$ cat config.mk
export PLATFORM = sky130hd
export DESIGN_NAME = fpu_addsub_ctrl
export DESIGN_NICKNAME = d
export VERILOG_FILES = /design/src/rtl/fpu_pkg.sv /design/src/rtl/fpu_bypass_result.sv /design/src/rtl/fpu_addsub_ctrl.sv
export SDC_FILE = /design/constraint.sdc
export NUM_CORES = 1
export LEC_CHECK = 0
export CAP_MARGIN = 5
export CORE_MARGIN = 1.5
export CORE_UTILIZATION = 38
export CTS_CLUSTER_DIAMETER = 100
export DETAILED_ROUTE_END_ITERATION = 8
export PLACE_DENSITY = 0.89
export SYNTH_ARGS = -nofsm -noshare
export SYNTH_HDL_FRONTEND = slang
export SYNTH_SLANG_ARGS = --single-unit
$ cat constraint.sdc
create_clock -name clk -period 2.1 [get_ports clk]
set_input_delay 0.315 -clock clk [delete_from_list [all_inputs] [get_ports clk]]
set_output_delay 0.315 -clock clk [all_outputs]
set_load 0.005 [all_outputs]
$ cat src/rtl/fpu_pkg.sv
// Shared encodings for the FP add/sub controller: exception flags,
// special values and the controller state type.
package fpu_pkg;

    localparam logic [2:0] FLAG_NONE          = 3'b000;
    localparam logic [2:0] FLAG_NAN           = 3'b001;
    localparam logic [2:0] FLAG_COPY_A        = 3'b010;
    localparam logic [2:0] FLAG_COPY_B        = 3'b011;
    localparam logic [2:0] FLAG_FIN_MIN_INF   = 3'b100;
    localparam logic [2:0] FLAG_ZERO_MIN_ZERO = 3'b101;
    localparam logic [2:0] FLAG_ZERO_MIN_SOME = 3'b110;
    localparam logic [2:0] FLAG_SUB_SAME_VAL  = 3'b111;

    localparam logic [31:0] CAN_NAN = 32'h7FC0_0000;
    localparam logic [31:0] POS_INF = 32'h7F80_0000;
    localparam logic [31:0] NEG_INF = 32'hFF80_0000;

    typedef enum logic [2:0] {
        IDLE,
        CLASS,
        EXEC,
        BYPASS,
        RESP
    } state_t;

endpackage

$ cat src/rtl/fpu_bypass_result.sv
// Forms the final result for operand pairs the exception block has
// already resolved, so the adder never has to run for them.
module fpu_bypass_result
    import fpu_pkg::*;
#(
    parameter int WIDTH     = 32,
    parameter int EXP_BITS  = 8,
    parameter int MANT_BITS = 23
) (
    input  logic [WIDTH-1:0] a,
    input  logic             b_sign,
    input  logic             op,
    input  logic [2:0]       flag,
    input  logic [WIDTH-2:0] copied,
    output logic [WIDTH-1:0] result
);

    logic sb;
    logic a_inf;
    logic inf_sign;

    always_comb begin
        // b's effective sign once the subtraction has been folded in
        sb       = b_sign ^ op;
        a_inf    = (a[WIDTH-2 -: EXP_BITS] == {EXP_BITS{1'b1}}) &&
                   (a[MANT_BITS-1:0] == '0);
        inf_sign = a_inf ? a[WIDTH-1] : sb;
        result   = '0;
        case (flag)
            FLAG_NAN:           result = CAN_NAN;
            FLAG_COPY_A:        result = {a[WIDTH-1], copied};
            FLAG_COPY_B:        result = {sb, copied};
            FLAG_FIN_MIN_INF:   result = inf_sign ? NEG_INF : POS_INF;
            FLAG_ZERO_MIN_ZERO: result = {a[WIDTH-1] & sb, {(WIDTH-1){1'b0}}};
            FLAG_ZERO_MIN_SOME: result = {sb, copied};
            default:            result = '0;
        endcase
    end

endmodule

$ cat src/rtl/fpu_addsub_ctrl.sv
// Sequencer for an FP add/sub: classifies operands through the exception
// block, then either bypasses the adder or runs it with a timeout.
module fpu_addsub_ctrl
    import fpu_pkg::*;
#(
    parameter int WIDTH       = 32,
    parameter int EXP_BITS    = 8,
    parameter int MANT_BITS   = 23,
    parameter int ADD_TIMEOUT = 16
) (
    input  logic             clk,
    input  logic             arst_n,
    input  logic             req_valid,
    output logic             req_ready,
    input  logic [WIDTH-1:0] req_a,
    input  logic [WIDTH-1:0] req_b,
    input  logic             req_op,
    output logic [WIDTH-1:0] exc_a,
    output logic [WIDTH-1:0] exc_b,
    output logic             exc_op,
    input  logic [2:0]       exc_flag,
    input  logic [WIDTH-2:0] exc_copied,
    output logic             add_start,
    output logic [WIDTH-1:0] add_a,
    output logic [WIDTH-1:0] add_b,
    output logic             add_op,
    input  logic             add_done,
    input  logic [WIDTH-1:0] add_result,
    output logic             rsp_valid,
    input  logic             rsp_ready,
    output logic [WIDTH-1:0] rsp_result,
    output logic [2:0]       rsp_flag,
    output logic             rsp_bypass,
    output logic             rsp_timeout,
    output logic             busy
);

    localparam int CW = $clog2(ADD_TIMEOUT + 1);
    localparam logic [CW-1:0] EXEC_LAST = CW'(ADD_TIMEOUT - 1);
    localparam logic [CW-1:0] CNT_ONE   = CW'(1);

    state_t           state;
    state_t           state_nxt;
    logic [1:0]       class_cnt;
    logic [CW-1:0]    exec_cnt;
    logic [WIDTH-1:0] a_q;
    logic [WIDTH-1:0] b_q;
    logic             op_q;
    logic [2:0]       flag_q;
    logic [WIDTH-2:0] copied_q;
    logic [WIDTH-1:0] result_q;
    logic             bypass_q;
    logic             timeout_q;
    logic [WIDTH-1:0] bypass_result;
    logic             accept;
    logic             class_last;
    logic             exec_expire;

    fpu_bypass_result #(
        .WIDTH    (WIDTH),
        .EXP_BITS (EXP_BITS),
        .MANT_BITS(MANT_BITS)
    ) u_bypass (
        .a      (a_q),
        .b_sign (b_q[WIDTH-1]),
        .op     (op_q),
        .flag   (flag_q),
        .copied (copied_q),
        .result (bypass_result)
    );

    always_ff @(posedge clk or negedge arst_n) begin
        if (!arst_n) state <= IDLE;
        else         state <= state_nxt;
    end

    always_comb begin
        accept      = (state == IDLE) && req_valid;
        class_last  = (class_cnt == 2'd1);
        exec_expire = (exec_cnt == EXEC_LAST) && !add_done;
        state_nxt   = state;
        case (state)
            IDLE:    if (req_valid) state_nxt = CLASS;
            CLASS:   if (class_last) state_nxt = (exc_flag == FLAG_NONE) ? EXEC : BYPASS;
            EXEC:    if (add_done || exec_expire) state_nxt = RESP;
            BYPASS:  state_nxt = RESP;
            RESP:    if (rsp_ready) state_nxt = IDLE;
            default: state_nxt = IDLE;
        endcase
    end

    always_comb begin
        req_ready   = (state == IDLE);
        busy        = (state != IDLE);
        add_start   = (state == EXEC) && (exec_cnt == '0);
        rsp_valid   = (state == RESP);
        exc_a       = a_q;
        exc_b       = b_q;
        exc_op      = op_q;
        add_a       = a_q;
        add_b       = b_q;
        add_op      = op_q;
        rsp_result  = result_q;
        rsp_flag    = flag_q;
        rsp_bypass  = bypass_q;
        rsp_timeout = timeout_q;
    end

    // Operand latch, classification sample, adder capture and response hold.
    // Nothing changes in RESP, which keeps the response fields stable.
    always_ff @(posedge clk or negedge arst_n) begin
        if (!arst_n) begin
            a_q       <= '0;
            b_q       <= '0;
            op_q      <= 1'b0;
            flag_q    <= '0;
            copied_q  <= '0;
            result_q  <= '0;
            bypass_q  <= 1'b0;
            timeout_q <= 1'b0;
            class_cnt <= '0;
            exec_cnt  <= '0;
        end else begin
            case (state)
                IDLE: begin
                    if (accept) begin
                        a_q       <= req_a;
                        b_q       <= req_b;
                        op_q      <= req_op;
                        flag_q    <= '0;
                        copied_q  <= '0;
                        result_q  <= '0;
                        bypass_q  <= 1'b0;
                        timeout_q <= 1'b0;
                        class_cnt <= '0;
                        exec_cnt  <= '0;
                    end
                end
                CLASS: begin
                    class_cnt <= class_cnt + 2'd1;
                    if (class_last) begin
                        flag_q   <= exc_flag;
                        copied_q <= exc_copied;
                        exec_cnt <= '0;
                    end
                end
                EXEC: begin
                    exec_cnt <= exec_cnt + CNT_ONE;
                    if (add_done) begin
                        result_q <= add_result;
                    end else if (exec_expire) begin
                        result_q  <= CAN_NAN;
                        timeout_q <= 1'b1;
                    end
                end
                BYPASS: begin
                    result_q <= bypass_result;
                    bypass_q <= 1'b1;
                end
                default: begin
                end
            endcase
        end
    end

endmodule

Word level (Yosys, flattened, before mapping)
Index checks and enable logic that the tools add are counted.

Bits of input ports: 136. Word-level logic and storage cells: 90. Register bits after elaboration: 143. Output and inout bits: 171.

Bitwise logic cells: 2. Multiplexer cells: 29. Reductions and logical operators: 25. Equal/unequal tests: 21. $add $sub $neg: 2.

Operator list (number): 32-bit one-hot mux with 5 select lines (1); 32-bit two-way mux (4); 32-bit one-hot mux with 3 select lines (1); 31-bit two-way mux (2); 31-bit one-hot mux with 2 select lines (1); 23-bit logical NOT (1); 3-bit two-way mux (6); 3-bit one-hot mux with 5 select lines (1); 5-bit one-hot mux with 3 select lines (1); 3-bit by 2-bit equality test with 1-bit output, second input constant (4); 3-bit equality test, second input constant (4); 5-bit two-way mux (2); 2-bit inequality test, second input constant (5); 3-bit AND reduction (3); 3-bit nonzero test (3); 8-bit equality test, second input constant (1); 4-bit AND reduction (2); 3-bit by 1-bit equality test with 1-bit output, second input constant (2); 3-bit logical NOT (2); 3-bit one-hot mux with 2 select lines (1); 2-bit AND reduction (3); 2-bit nonzero test (3); 5-bit by 1-bit adder with 5-bit output, second input constant (1); 5-bit by 4-bit equality test with 1-bit output, second input constant (1); other kinds (15) (24).

Logic depth before layout (Yosys ltp)
Gate-level depths: netlist of the first run.

Word-level depth: 6. Depth in mapped cells: 9.

Hierarchy
Synthesis of the first run repeated with hierarchy kept, for this count alone.

Cell total of the unflattened synthesis: 540. Area, all modules: 6736.5 sq um.

Modules (own cells, without submodules): fpu_addsub_ctrl (instances 1, cells an instance 470, seq. area each 3578.4 sq um, area each 6287.3 sq um); fpu_bypass_result (instances 1, cells an instance 70, seq. area each 0.0 sq um, area each 449.2 sq um).

Worst setup path before layout of the first run
Ideal clock, no wire load.

Path kind: reg-to-reg. From: reg exec_cnt[0]. To: reg result_q[30], in the netlist rsp_result[30]. Slack: 0.050 ns. Required time: 1.964 ns. Stages on the path, launching flop included: 9. Setup time: 0.136 ns. Path buffers: 2. Arrival: 1.914 ns. Cell sequence: dfrtp_1 -> ha_1 -> and3_1 -> ha_1 -> nor4b_1 -> or3_1 -> buf_2 -> clkbuf_1 -> o21ai_0.

Cells in the longest elaborated chain, start to end: 4.

RTL lines: start, declared (RTL line fpu_addsub_ctrl.sv:45) `logic [CW-1:0] exec_cnt;`; start signal, assigned (RTL line fpu_addsub_ctrl.sv:148) `exec_cnt <= exec_cnt + CNT_ONE;`; 5-bit by 4-bit equality test with 1-bit output (RTL line fpu_addsub_ctrl.sv:80) `exec_expire = (exec_cnt == EXEC_LAST) && !add_done;`; 1-bit logical AND (RTL line fpu_addsub_ctrl.sv:80); 3-bit inequality test (no line); 3-bit AND reduction (no line); end signal, assigned (RTL line fpu_addsub_ctrl.sv:150) `result_q <= add_result;`; end signal, assigned (RTL line fpu_addsub_ctrl.sv:157) `result_q <= bypass_result;`; end, declared (RTL line fpu_addsub_ctrl.sv:51) `logic [WIDTH-1:0] result_q;`.

Every way passes these cells. A chain may end at the register's enable or synchronous reset.

Final worst setup path of the first run
From: reg exec_cnt[1]. To: reg result_q[6], in the netlist rsp_result[6].

Same word-level chain as after synthesis.

==> results.sh, run 1 <==
export IMPL_status="finished, final reports clean"
export IMPL_hold_viol=0
export IMPL_crit_fanout=28
export IMPL_cts_sinks=143
export IMPL_end_kind="flop"
export IMPL_ir_worst_vdd_mv=0.714
export IMPL_clockBufferDepth=2
export IMPL_area_growth_pct=55.3
export IMPL_cts_root_buf="clkbuf_16"
export IMPL_cp_required_ns=2.38
export IMPL_setup_viol=0
export IMPL_nets=1114
export IMPL_final_cell_area_um2=10200
export IMPL_cts_tree="yes"
export IMPL_grt_use_total_pct=22.3
export IMPL_dieWidth_um=134
export IMPL_numPortBuffers=306
export IMPL_fp_dieArea_um2=18000
export IMPL_rsz0062_at_grt="yes"
export IMPL_synth_area_leaders="dfrtp_1 (55%), nand2_1 (16%), buf_4 (7.6%), o21ai_0 (3.7%), a222oi_1 (3.4%)"
export IMPL_clkTransAtPathRegs_ns=0.06
export IMPL_maxSlewViolCount=0
export IMPL_drt_pass1_iterations=7
export IMPL_post_synth_num_cell_types=45
export IMPL_drc=0
export IMPL_syn_inst=732
export IMPL_power_density_nw_per_um2=1490
export IMPL_drtAntennaViolNets=0
export IMPL_arrival_ns=2.30
export IMPL_placed_area_um2=9460
export IMPL_yosys_warnings=0
export IMPL_grt_pass1_vias=6025
export IMPL_vias_per_cell=5.02
export IMPL_cap_violations=0
export IMPL_cts_htree_levels=4
export IMPL_fin_crit_sh_pct=96.1
export IMPL_synth_largest_area_cell="dfrtp_1"
export IMPL_slew_limit_headroom_pct=63.7
export IMPL_holdWs_ns=0.396
export IMPL_synth_fp_nets=872
export IMPL_wire_per_inst_um=16.8
export IMPL_hold_class="in2async"
export IMPL_synthFlopType="dfrtp_1"
export IMPL_hpwl_um=14500
export IMPL_die_height_um=134
export IMPL_place_inst=1171
export IMPL_finalCriticalPeriod_ns=2.02
export IMPL_start_util_pct=39.2
export IMPL_core_area_um2=16700
export IMPL_async_flop_share_pct=100
export IMPL_leakage_nw=4.74
export IMPL_synth_edff_count=0
export IMPL_synth_avg_cell_area_um2=8.95
export IMPL_ioPinCount=307
export IMPL_gp_congestion=0.893
export IMPL_syn_cell_area_um2=6550
export IMPL_grt_pass1_wl_um=31400
export IMPL_tightest_slew_ns=0.544
export IMPL_start_kind="flop"
export IMPL_critPathKind="reg2reg"
export IMPL_drt_initial_drc_count=345
export IMPL_numCtsBuffers=17
export IMPL_vias=6070
export IMPL_wirelength_um=20400
export IMPL_grt_overflow=0
export IMPL_max_clock_freq_mhz=496
export IMPL_synth_top_area_share_pct=54.6
export IMPL_ys_seq_area_share_pct=54.6
export IMPL_fin_skew_ns=0.0115
export IMPL_fin_cells=1208
export IMPL_clock_latency_ns=0.41
export IMPL_grt_max_degree=63
export IMPL_synth_seq_cells=143
export IMPL_rows=47
export IMPL_antenna_found_initial=2
export IMPL_drive_gt1_share_pct=6.69
[sequential cells by signal (all words and copies together) (netlist names)]
register,flops
rsp_timeout,1
add_op,1
rsp_result,32
rsp_flag,3
add_b,32
state,3
add_a,32
copied_q,31
rsp_bypass,1
class_cnt,2
exec_cnt,5
[through the flow]
| stage | power (mW) | setup WS (ns) | TNS (ns) | util, % |
|---|---|---|---|---|
| after floorplan | 8.13 | 0.0499 | 0 | - |
| after global placement | 11.4 | 0.112 | 0 | 56.6 |
| after detailed placement | 11.7 | 0.00726 | 0 | 56.6 |
| after CTS | 15.2 | 0.0181 | 0 | 60.8 |
| after global routing | 16.1 | -0.0212 | -0.0525 | 60.9 |
| final | 15.2 | 0.0819 | 0 | 60.9 |
[cells in the final DEF, fill, tap and decap left out, types with 8 or more instances in the layout]
master / count
a211oi_1: 8
a21oi_1: 15
a222oi_1: 22
buf_4: 18
clkbuf_16: 17
clkdlybuf4s50_1: 303
dfrtp_1: 140
inv_1: 37
nand2_1: 283
o21ai_0: 48
[synthesized netlist by cell type, types with 3 or more instances]
library cell,n
buf_2,25
a21oi_1,15
ha_1,4
nand2_1,284
nor2_1,7
nor3_1,5
nand2b_1,3
buf_4,66
dfrtp_1,143
nor4_1,6
a222oi_1,22
clkbuf_1,15
inv_1,37
nand4_1,3
o21ai_0,48
and3_1,5
a211oi_1,8
xor2_1,3
[worst max-delay path, stage by stage (launching register included)]
cell	delay, ns
dfrtp_1	0.37
ha_1	0.17
and3_1	0.18
ha_2	0.21
nor4b_2	0.06
or3_4	0.34
buf_12	0.17
a222oi_1	0.30
inv_1	0.09
[layer usage]
layer	up-vias	GRT usage, %	wire [um]
met2	300	38.1	10400
met4	2	9.02	677
met5	-	0	13
met1	2915	26.2	7700
met3	45	6.69	1590
li1	2808	-	-
[where the power goes]
group          internal [mW]  leakage (nW)  switching, mW
sequential              4.02          1.86           1.22
clock                   2.26         0.323           1.14
combinational           3.80          2.56           2.71
total                   10.1          4.74           5.07
[kinds of logic after synthesis]
group / count (synthesis) / share of synthesized area [%]
xor gates and xnor gates: 4 / 0.535
muxes: 1 / 0.153
AOI/OAI and AO/OA: 106 / 10.6
buffers and inverters: 147 / 12.9
and+or+nand+nor: 327 / 20.4
DFF: 143 / 54.6
adders and majority gates: 4 / 0.764
[path summary, 6_finish.rpt]
| path | start | end | slack [ns] | cells past startpoint |
|---|---|---|---|---|
| max in group asynchronous | arst_n | add_b[2] | 1.03 | 3 |
| min in group clk | req_b[10] | add_b[10] | 0.43 | 3 |
| min reg2reg | add_b[29] | add_b[29] | 0.50 | 2 |
| max | exec_cnt[1] | rsp_result[6] | 0.08 | 8 |
| max reg2reg | exec_cnt[1] | rsp_result[6] | 0.08 | 8 |
| min | arst_n | add_a[10] | 0.40 | 2 |
[repair_timing]
action	in CTS	in global routing
gates resized for setup	6	4
hold buffers	1	0
setup buffers	3	0
setup endpoints to repair	6	23
endpoints found under the hold margin	42	0
pin swaps	0	2
[layout make-up]
type / count / area (um2)
Inverter: 37 / 139
Multi-Input combinational cell: 442 / 2160
Sequential cell: 143 / 3580
Fill cell: 1412 / 6530
Tap cell: 220 / 275
Clock inverter: 10 / 208
Antenna cell: 1 / 2.50
Timing Repair Buffer: 333 / 3360
Clock buffer: 22 / 454
Note: power is estimated with default switching activity, not from simulation.
==> run 2, diff against run 1 <==
--- a/config.mk
+++ b/config.mk
@@ -11,6 +11,7 @@
 export CTS_CLUSTER_DIAMETER = 100
 export DETAILED_ROUTE_END_ITERATION = 8
 export PLACE_DENSITY = 0.89
+export SKIP_LAST_GASP = 1
 export SYNTH_ARGS = -nofsm -noshare
 export SYNTH_HDL_FRONTEND = slang
 export SYNTH_SLANG_ARGS = --single-unit
==> results.sh, run 2 (synthesis gave the netlist of run 1 again) <==
export IMPL_end_kind="flop"
export IMPL_dieWidth_um=134
export IMPL_drive_gt1_share_pct=6.69
export IMPL_arrival_ns=2.29
export IMPL_rows=47
export IMPL_cell_internal_pwr_mw=10.1
export IMPL_ioPinCount=307
export IMPL_drtAntennaViolNets=0
export IMPL_mostFrequentLayoutCells="clkdlybuf4s50_1 (303), nand2_1 (283), dfrtp_1 (140), o21ai_0 (48), inv_1 (37)"
export IMPL_power_density_nw_per_um2=1490
export IMPL_pre_cts_ws_ns=0.00726
export IMPL_slew_limit_headroom_pct=63.9
export IMPL_fin_crit_sh_pct=95.6
export IMPL_seqPwrFrac_pct=34.6
export IMPL_critPathSlowestCell="dfrtp_1"
export IMPL_vias_per_cell=5.01
export IMPL_grt_pass1_wl_um=31400
export IMPL_cts_tree="yes"
export IMPL_start_util_pct=39.2
export IMPL_grt_pass1_vias=6025
export IMPL_fp_dieArea_um2=18000
export IMPL_ir_worst_vdd_mv=0.713
export IMPL_maxSlewViolCount=0
export IMPL_hpwl_um=14500
export IMPL_switching_share_pct=33.4
export IMPL_max_clock_freq_mhz=498
export IMPL_status="finished, final reports clean"
export IMPL_cap_violations=0
export IMPL_antenna_found_initial=2
export IMPL_start_kind="flop"
export IMPL_cp_slowest_stage_delay_ns=0.37
export IMPL_hold_class="in2async"
export IMPL_worstPathCellList="ha_1, and3_1, ha_2, nor4b_2, or3_4, buf_12, a222oi_1, inv_1"
export IMPL_p_sw_mw=5.05
export IMPL_crit_fanout=28
export IMPL_drc=0
export IMPL_vias=6051
export IMPL_final_common_cell="clkdlybuf4s50_1"
export IMPL_wire_per_inst_um=16.8
export IMPL_hold_viol=0
export IMPL_fin_skew_ns=0.00895
export IMPL_area_growth_pct=55.2
export IMPL_drt_pass1_iterations=7
export IMPL_clockBufferDepth=2
export IMPL_critPathKind="reg2reg"
export IMPL_grt_max_degree=63
export IMPL_core_area_um2=16700
export IMPL_combPwrFrac_pct=43.0
export IMPL_fin_ws_ns=0.0934
export IMPL_gp_congestion=0.893
export IMPL_clockPowerShare_pct=22.5
export IMPL_grt_use_total_pct=22.3
export IMPL_numCtsBuffers=17
export IMPL_cts_sinks=143
export IMPL_leakage_nw=4.74
export IMPL_placed_area_um2=9460
export IMPL_cts_root_buf="clkbuf_16"
export IMPL_nets=1114
export IMPL_cp_required_ns=2.38
export IMPL_numPortBuffers=306
export IMPL_finalCriticalPeriod_ns=2.01
export IMPL_wirelength_um=20200
export IMPL_clkTransAtPathRegs_ns=0.06
export IMPL_fill_cells=1415
export IMPL_final_cell_area_um2=10200
export IMPL_clock_latency_ns=0.41
export IMPL_cts_htree_levels=4
export IMPL_grt_overflow=0
export IMPL_drt_initial_drc_count=322
export IMPL_setup_viol=0
export IMPL_die_height_um=134
export IMPL_tightest_slew_ns=0.542
export IMPL_rsz0062_at_grt="yes"
## run 2: power groups by stage
stage	registers, mW	logic [mW]	clock network [mW]
6_report	5.23	6.50	3.40
5_1_grt	5.37	7.13	3.59
4_1_cts	5.22	6.54	3.45
3_5_place_dp	5.25	6.46	0
3_3_place_gp	5.19	6.23	0
2_1_floorplan	4.90	3.23	0
## run 2: critical path: cells and delay by family (launching register included)
family / cells / cell delay (ns)
and+or+nand+nor: 3 / 0.58
DFF: 1 / 0.37
adders and majority gates: 2 / 0.38
AOI/OAI and AO/OA: 1 / 0.29
buffers and inverters: 2 / 0.26
## run 2: path summary, 6_finish.rpt
| kind | slack, ns | start | endpoint | cells after the start |
|---|---|---|---|---|
| worst min-delay path | 0.40 | arst_n | add_a[9] | 2 |
| worst max-delay path | 0.09 | exec_cnt[1] | rsp_result[21] | 8 |
| max in group asynchronous | 1.03 | arst_n | add_b[2] | 3 |
| min in group clk | 0.43 | req_b[10] | add_b[10] | 3 |
| worst min register to register | 0.50 | add_b[29] | add_b[29] | 2 |
| worst max register to register | 0.09 | exec_cnt[1] | rsp_result[21] | 8 |
## run 2: routing by layer
metal | wire (um) | part of all wire [%] | up-vias | track usage (%)
met3 | 1640 | 8.1 | 45 | 6.69
met2 | 10300 | 51 | 295 | 38.1
met5 | 13 | 0.064 | - | 0
li1 | - | - | 2807 | -
met1 | 7640 | 38 | 2902 | 26.2
met4 | 676 | 3.3 | 2 | 9.02
## run 2: timing repair
action | CTS | global route
resized for setup | 6 | 3
pin swaps | 0 | 2
buffers inserted | 3 | 0
hold buffers | 1 | 0
setup endpoints to repair | 6 | 23
hold endpoints to repair | 42 | 0
gates cloned | 0 | 0
## run 2: cell type report
| type | instances | area [um2] | area share [%] |
|---|---|---|---|
| Clock buffer | 22 | 454 | 4.46 |
| Timing Repair Buffer | 333 | 3350 | 33.0 |
| Inverter | 37 | 139 | 1.37 |
| Tap cell | 220 | 275 | 2.71 |
| Multi-Input combinational cell | 442 | 2160 | 21.2 |
| Sequential cell | 143 | 3580 | 35.2 |
| Antenna cell | 1 | 2.50 | 0.0246 |
| Clock inverter | 10 | 208 | 2.04 |
## run 2: through the flow
| stage | TNS, ns | utilization (%) | hold WS [ns] | std cells | power (mW) |
|---|---|---|---|---|---|
| floorplan | 0 | - | 0.0194 | 732 | 8.13 |
| detailed placement | 0 | 56.6 | 0.268 | 1171 | 11.7 |
| finish | 0 | 60.9 | 0.396 | 1208 | 15.1 |
| global placement | 0 | 56.6 | 0.264 | 1171 | 11.4 |
| global route | -0.0574 | 60.9 | 0.410 | 1208 | 16.1 |
| CTS | 0 | 60.8 | 0.407 | 1207 | 15.2 |
==> RTL change 1, RTL diff (config.mk and constraints of run 2) <==
`EXP_BITS` is set to 8 in 2 places; all go to 6.
--- a/src/rtl/fpu_bypass_result.sv
+++ b/src/rtl/fpu_bypass_result.sv
@@ -4,7 +4,7 @@
     import fpu_pkg::*;
 #(
     parameter int WIDTH     = 32,
-    parameter int EXP_BITS  = 8,
+    parameter int EXP_BITS  = 6,
     parameter int MANT_BITS = 23
 ) (
     input  logic [WIDTH-1:0] a,
--- a/src/rtl/fpu_addsub_ctrl.sv
+++ b/src/rtl/fpu_addsub_ctrl.sv
@@ -4,7 +4,7 @@
     import fpu_pkg::*;
 #(
     parameter int WIDTH       = 32,
-    parameter int EXP_BITS    = 8,
+    parameter int EXP_BITS    = 6,
     parameter int MANT_BITS   = 23,
     parameter int ADD_TIMEOUT = 16
 ) (
Function: changed (Yosys sat finds a counterexample within 10 cycles, from zero or initial values and one cycle with arst_n low).
==> RTL change 1 against run 2 <==
  * Wire length grew 0.17%
  * Clock power fell by 7.6%
  * Worst hold slack gained 0.0046 ns
  * Power fell by 1.0%
  * Via count shrank 1.1%
  * Cell area rose by 0.46%
  * Sequential share of layout area is 0.20 points lower
  * Combinational power up 3.2%
  * Worst setup slack worse by 0.058 ns
  * Maximum frequency shrank 2.8%
  * Area after synthesis fell by 0.27%
  * Sequential cell count did not move
  * Critical path type unchanged
  * Highest routed layer is now met4
==> RTL change 1: results <==
set metrics [dict create \
    status "complete, no violations" \
    period_share_pct 98.3 \
    grt_pass1_vias 5933 \
    ys_seq_area_share_pct 54.7 \
    min_path_type "primary input to async pin" \
    arrival_ns 2.35 \
    power_leakage_nw 4.74 \
    yosys_warnings 0 \
    worst_pin_slew_ns 0.626 \
    skew_ns 0.00795 \
    synth_area_leaders "dfrtp_1, nand2_1, buf_4" \
    cts_max_level 4 \
    synth.distinct_cells 45 \
    crit_fanout 15 \
    cts.path.max_buffers 2 \
    wl_per_cell_um 16.8 \
    first_iter_violations 440 \
    synth-async-reset-ratio_pct 100 \
    rr_worst_depth 9 \
    route.vias.total 5984 \
    drive_above_1_share_pct 7.62 \
    grt_max_degree 70 \
    clk_pin_slew_worst_paths_ns 0.06 \
    cts-root-buf "clkbuf_16" \
    synth_common_cells "nand2_1, dfrtp_1, buf_4, o21ai_0, inv_1" \
    clock_latency_ns 0.43 \
    r2r_slack_ns 0.04 \
    routabilityCongestion 0.841 \
    track_usage_pct 22.2 \
    fin_nets 1111 \
    worst_path_max_delay_cell "or3_4" \
    drtPass1Iterations 6 \
    dp_hpwl_um 14800 \
    port_buffers 306 \
    numCtsBuffers 17 \
    antenna_found_initial 1 \
    grt_pass1_wl_um 31000 \
    syn_nets 865 \
    slowest_delay_ns 0.44 \
    pre_cts_ws_ns -0.178 \
    ir_worst_vdd_v 0.000639 \
]
[RTL change 1: where the power goes]
part / total [mW] / internal (mW) / switching, mW / leakage (nW)
sequential: 5.12 / 4.01 / 1.11 / 1.86
combinational: 6.71 / 3.90 / 2.82 / 2.59
clock: 3.14 / 1.94 / 1.20 / 0.289
[RTL change 1: worst max-delay path: cells and delay by family, from the launching register on]
| kind | cells | cell delay (ns) |
|---|---|---|
| fa+ha+maj | 2 | 0.35 |
| compound gates | 1 | 0.11 |
| buf+inv | 2 | 0.33 |
| simple gates | 4 | 0.77 |
| flops | 1 | 0.36 |
[RTL change 1: final cells by class]
| cell class | instances | area, µm² |
|---|---|---|
| timing repair buffer | 334 | 3410 |
| fill | 1357 | 6480 |
| inverter | 42 | 158 |
| sequential | 143 | 3580 |
| antenna | 1 | 2.50 |
| multi-input combinational | 433 | 2170 |
| clock buffer | 20 | 457 |
| clock inverter | 12 | 160 |
| tap | 220 | 275 |
[RTL change 1: what timing repair did]
item,4_1_cts,5_1_grt
setup buffers,1,4
pin swaps,2,9
endpoints found under the setup margin,32,31
resized for setup,9,9
endpoints found under the hold margin,50,0
cloned,0,1
hold buffers,1,0
[RTL change 1: final timing paths]
path,start,to
worst max-delay path,exec_cnt[0],rsp_result[25]
worst min-delay path,arst_n,add_b[27]
worst max register to register,exec_cnt[0],rsp_result[25]
worst min register to register,rsp_result[26],rsp_result[26]
max in group asynchronous,arst_n,add_b[10]
min in group clk,req_b[6],add_b[6]
[RTL change 1: through the flow]
| stage | hold slack (ns) | setup TNS (ns) | util [%] | area [µm²] | cells |
|---|---|---|---|---|---|
| after global routing | 0.410 | -0.161 | 61.2 | 10200 | 1205 |
| after floorplan | 0.0194 | 0 | - | 6540 | 725 |
| final | 0.401 | 0 | 61.2 | 10200 | 1205 |
| after detailed placement | 0.303 | -2.87 | 56.7 | 9460 | 1165 |
| after CTS | 0.399 | -0.0746 | 60.6 | 10100 | 1199 |
| after global placement | 0.298 | 0 | 56.7 | 9460 | 1165 |
[RTL change 1: routing by layer]
metal / GRT usage [%] / share of wire, %
met1: 24.4 / 37
met2: 39.0 / 52
met3: 6.69 / 8.8
met4: 10.8 / 2.6
met5: 0 / 0
[RTL change 1: kinds of logic (layout without fill, tap and decap cells)]
family | after synthesis | after routing | synth area share, %
adder cells (fa/ha/maj) | 4 | 4 | 0.766
other | 0 | 1 | 0
AND/OR/NAND/NOR | 320 | 320 | 19.9
buffers and inverters | 149 | 408 | 13.1
AO/OA/AOI/OAI | 103 | 103 | 10.6
XOR/XNOR | 4 | 4 | 0.536
multiplexers | 2 | 2 | 0.306
flip-flops | 143 | 143 | 54.7
==> RTL change 2, RTL diff (flow settings as in run 2) <==
Made on the original files. The 5 states of `state_t` get a one-hot encoding in 5 bits.
--- a/src/rtl/fpu_pkg.sv
+++ b/src/rtl/fpu_pkg.sv
@@ -15,12 +15,12 @@
     localparam logic [31:0] POS_INF = 32'h7F80_0000;
     localparam logic [31:0] NEG_INF = 32'hFF80_0000;
 
-    typedef enum logic [2:0] {
-        IDLE,
-        CLASS,
-        EXEC,
-        BYPASS,
-        RESP
+    typedef enum logic [4:0] {
+        IDLE   = 5'b00001,
+        CLASS  = 5'b00010,
+        EXEC   = 5'b00100,
+        BYPASS = 5'b01000,
+        RESP   = 5'b10000
     } state_t;
 
 endpackage
Function: same outputs for any inputs over 4 cycles, from zero or initial values and one cycle with arst_n low; so few cycles prove little.
==> RTL change 2 against run 2 <==
  * Wire length increased by 5.5%
  * Clock power decreased by 13%
  * Count of clock-buffer cells in the layout decreased by 3
  * Worst setup slack got worse by 0.084 ns
  * Cell area increased by 4.2%
  * Sequential share of layout area decreased by 0.96 points
  * Sequential cell count increased by 2
  * Power decreased by 15%
  * Area after synthesis increased by 1.9%
  * Highest routed layer is now met4
==> RTL change 2: results <==
set metrics [dict create \
    power_leakage_nw 5.06 \
    antenna_found_initial 0 \
    skew_ns 0.00784 \
    sw_frac_of_total_pct 32.8 \
    dp_hpwl_um 14900 \
    r2r_start "state[0]" \
    n_antenna_cell 0 \
    routed-wl-met3_um 1570 \
    worst_path_max_delay_cell "or4_4" \
    synth_area_leaders "dfrtp_1, nand2_1, buf_4" \
    r2r_slack_ns 0.009 \
    syn_nets 870 \
    fillers 1393 \
    status "complete, no violations" \
    grt_use_met2_pct 38.0 \
    placed_area_mm2 0.00974 \
    grt_pass1_vias 6143 \
    track_usage_pct 22.9 \
    viasPerCell 5.06 \
    drive_above_1_share_pct 11.6 \
    grt_use_met1_pct 29.5 \
    first_iter_violations 470 \
    routabilityCongestion 0.881 \
    synth.distinct_cells 53 \
    hold_slack_ns 0.420 \
    grt_pass1_wl_um 32400 \
    wl_per_cell_um 17.2 \
    slew_headroom_pct 67.4 \
    pre_cts_ws_ns -0.249 \
    ir_worst_vdd_v 0.000757 \
    postCtsResizedCells 14 \
    finalCriticalPeriod_ns 2.09 \
    dr_wl_met2_um 10700 \
    arrival_ns 2.44 \
    crit_fanout 8 \
    fin_nets 1140 \
    final_cells 1238 \
    slowest_delay_ns 0.52 \
    syn_inst 730 \
    p_comb_share_pct 41.7 \
    synth_common_cells "nand2_1, dfrtp_1, buf_4, nand3_1, inv_1" \
    dp_cells 1193 \
    p_sw_mw 4.23 \
    grt_max_degree 69 \
]
==> RTL change 2: cell count changes in the layout (fill, tap and decap cells not counted), sizes merged, moves of 10 or more <==
cell	before	now
a221oi	0	10
a21oi	15	5
nand2b	3	13
nand3	2	39
o21ai	48	18
buf	27	46
==> RTL change 2: logic make-up (layout without fill, tap and decap cells) <==
group	count (synthesis)	in the layout	share of synthesized area [%]
xor gates and xnor gates	2	2	0.262
DFF	145	145	54.4
adders and majority gates	4	4	0.750
AOI/OAI and AO/OA	69	70	8.41
muxes	1	1	0.169
and+or+nand+nor	373	373	24.0
buffers and inverters	136	418	12.1
==> RTL change 2: final cells by class <==
type / instances / share of cell area [%]
Sequential cell: 145 / 34.3
Timing Repair Buffer: 354 / 34.3
Multi-Input combinational cell: 450 / 22.2
Clock buffer: 19 / 4.18
Tap cell: 225 / 2.66
Clock inverter: 13 / 1.29
Inverter: 32 / 1.13
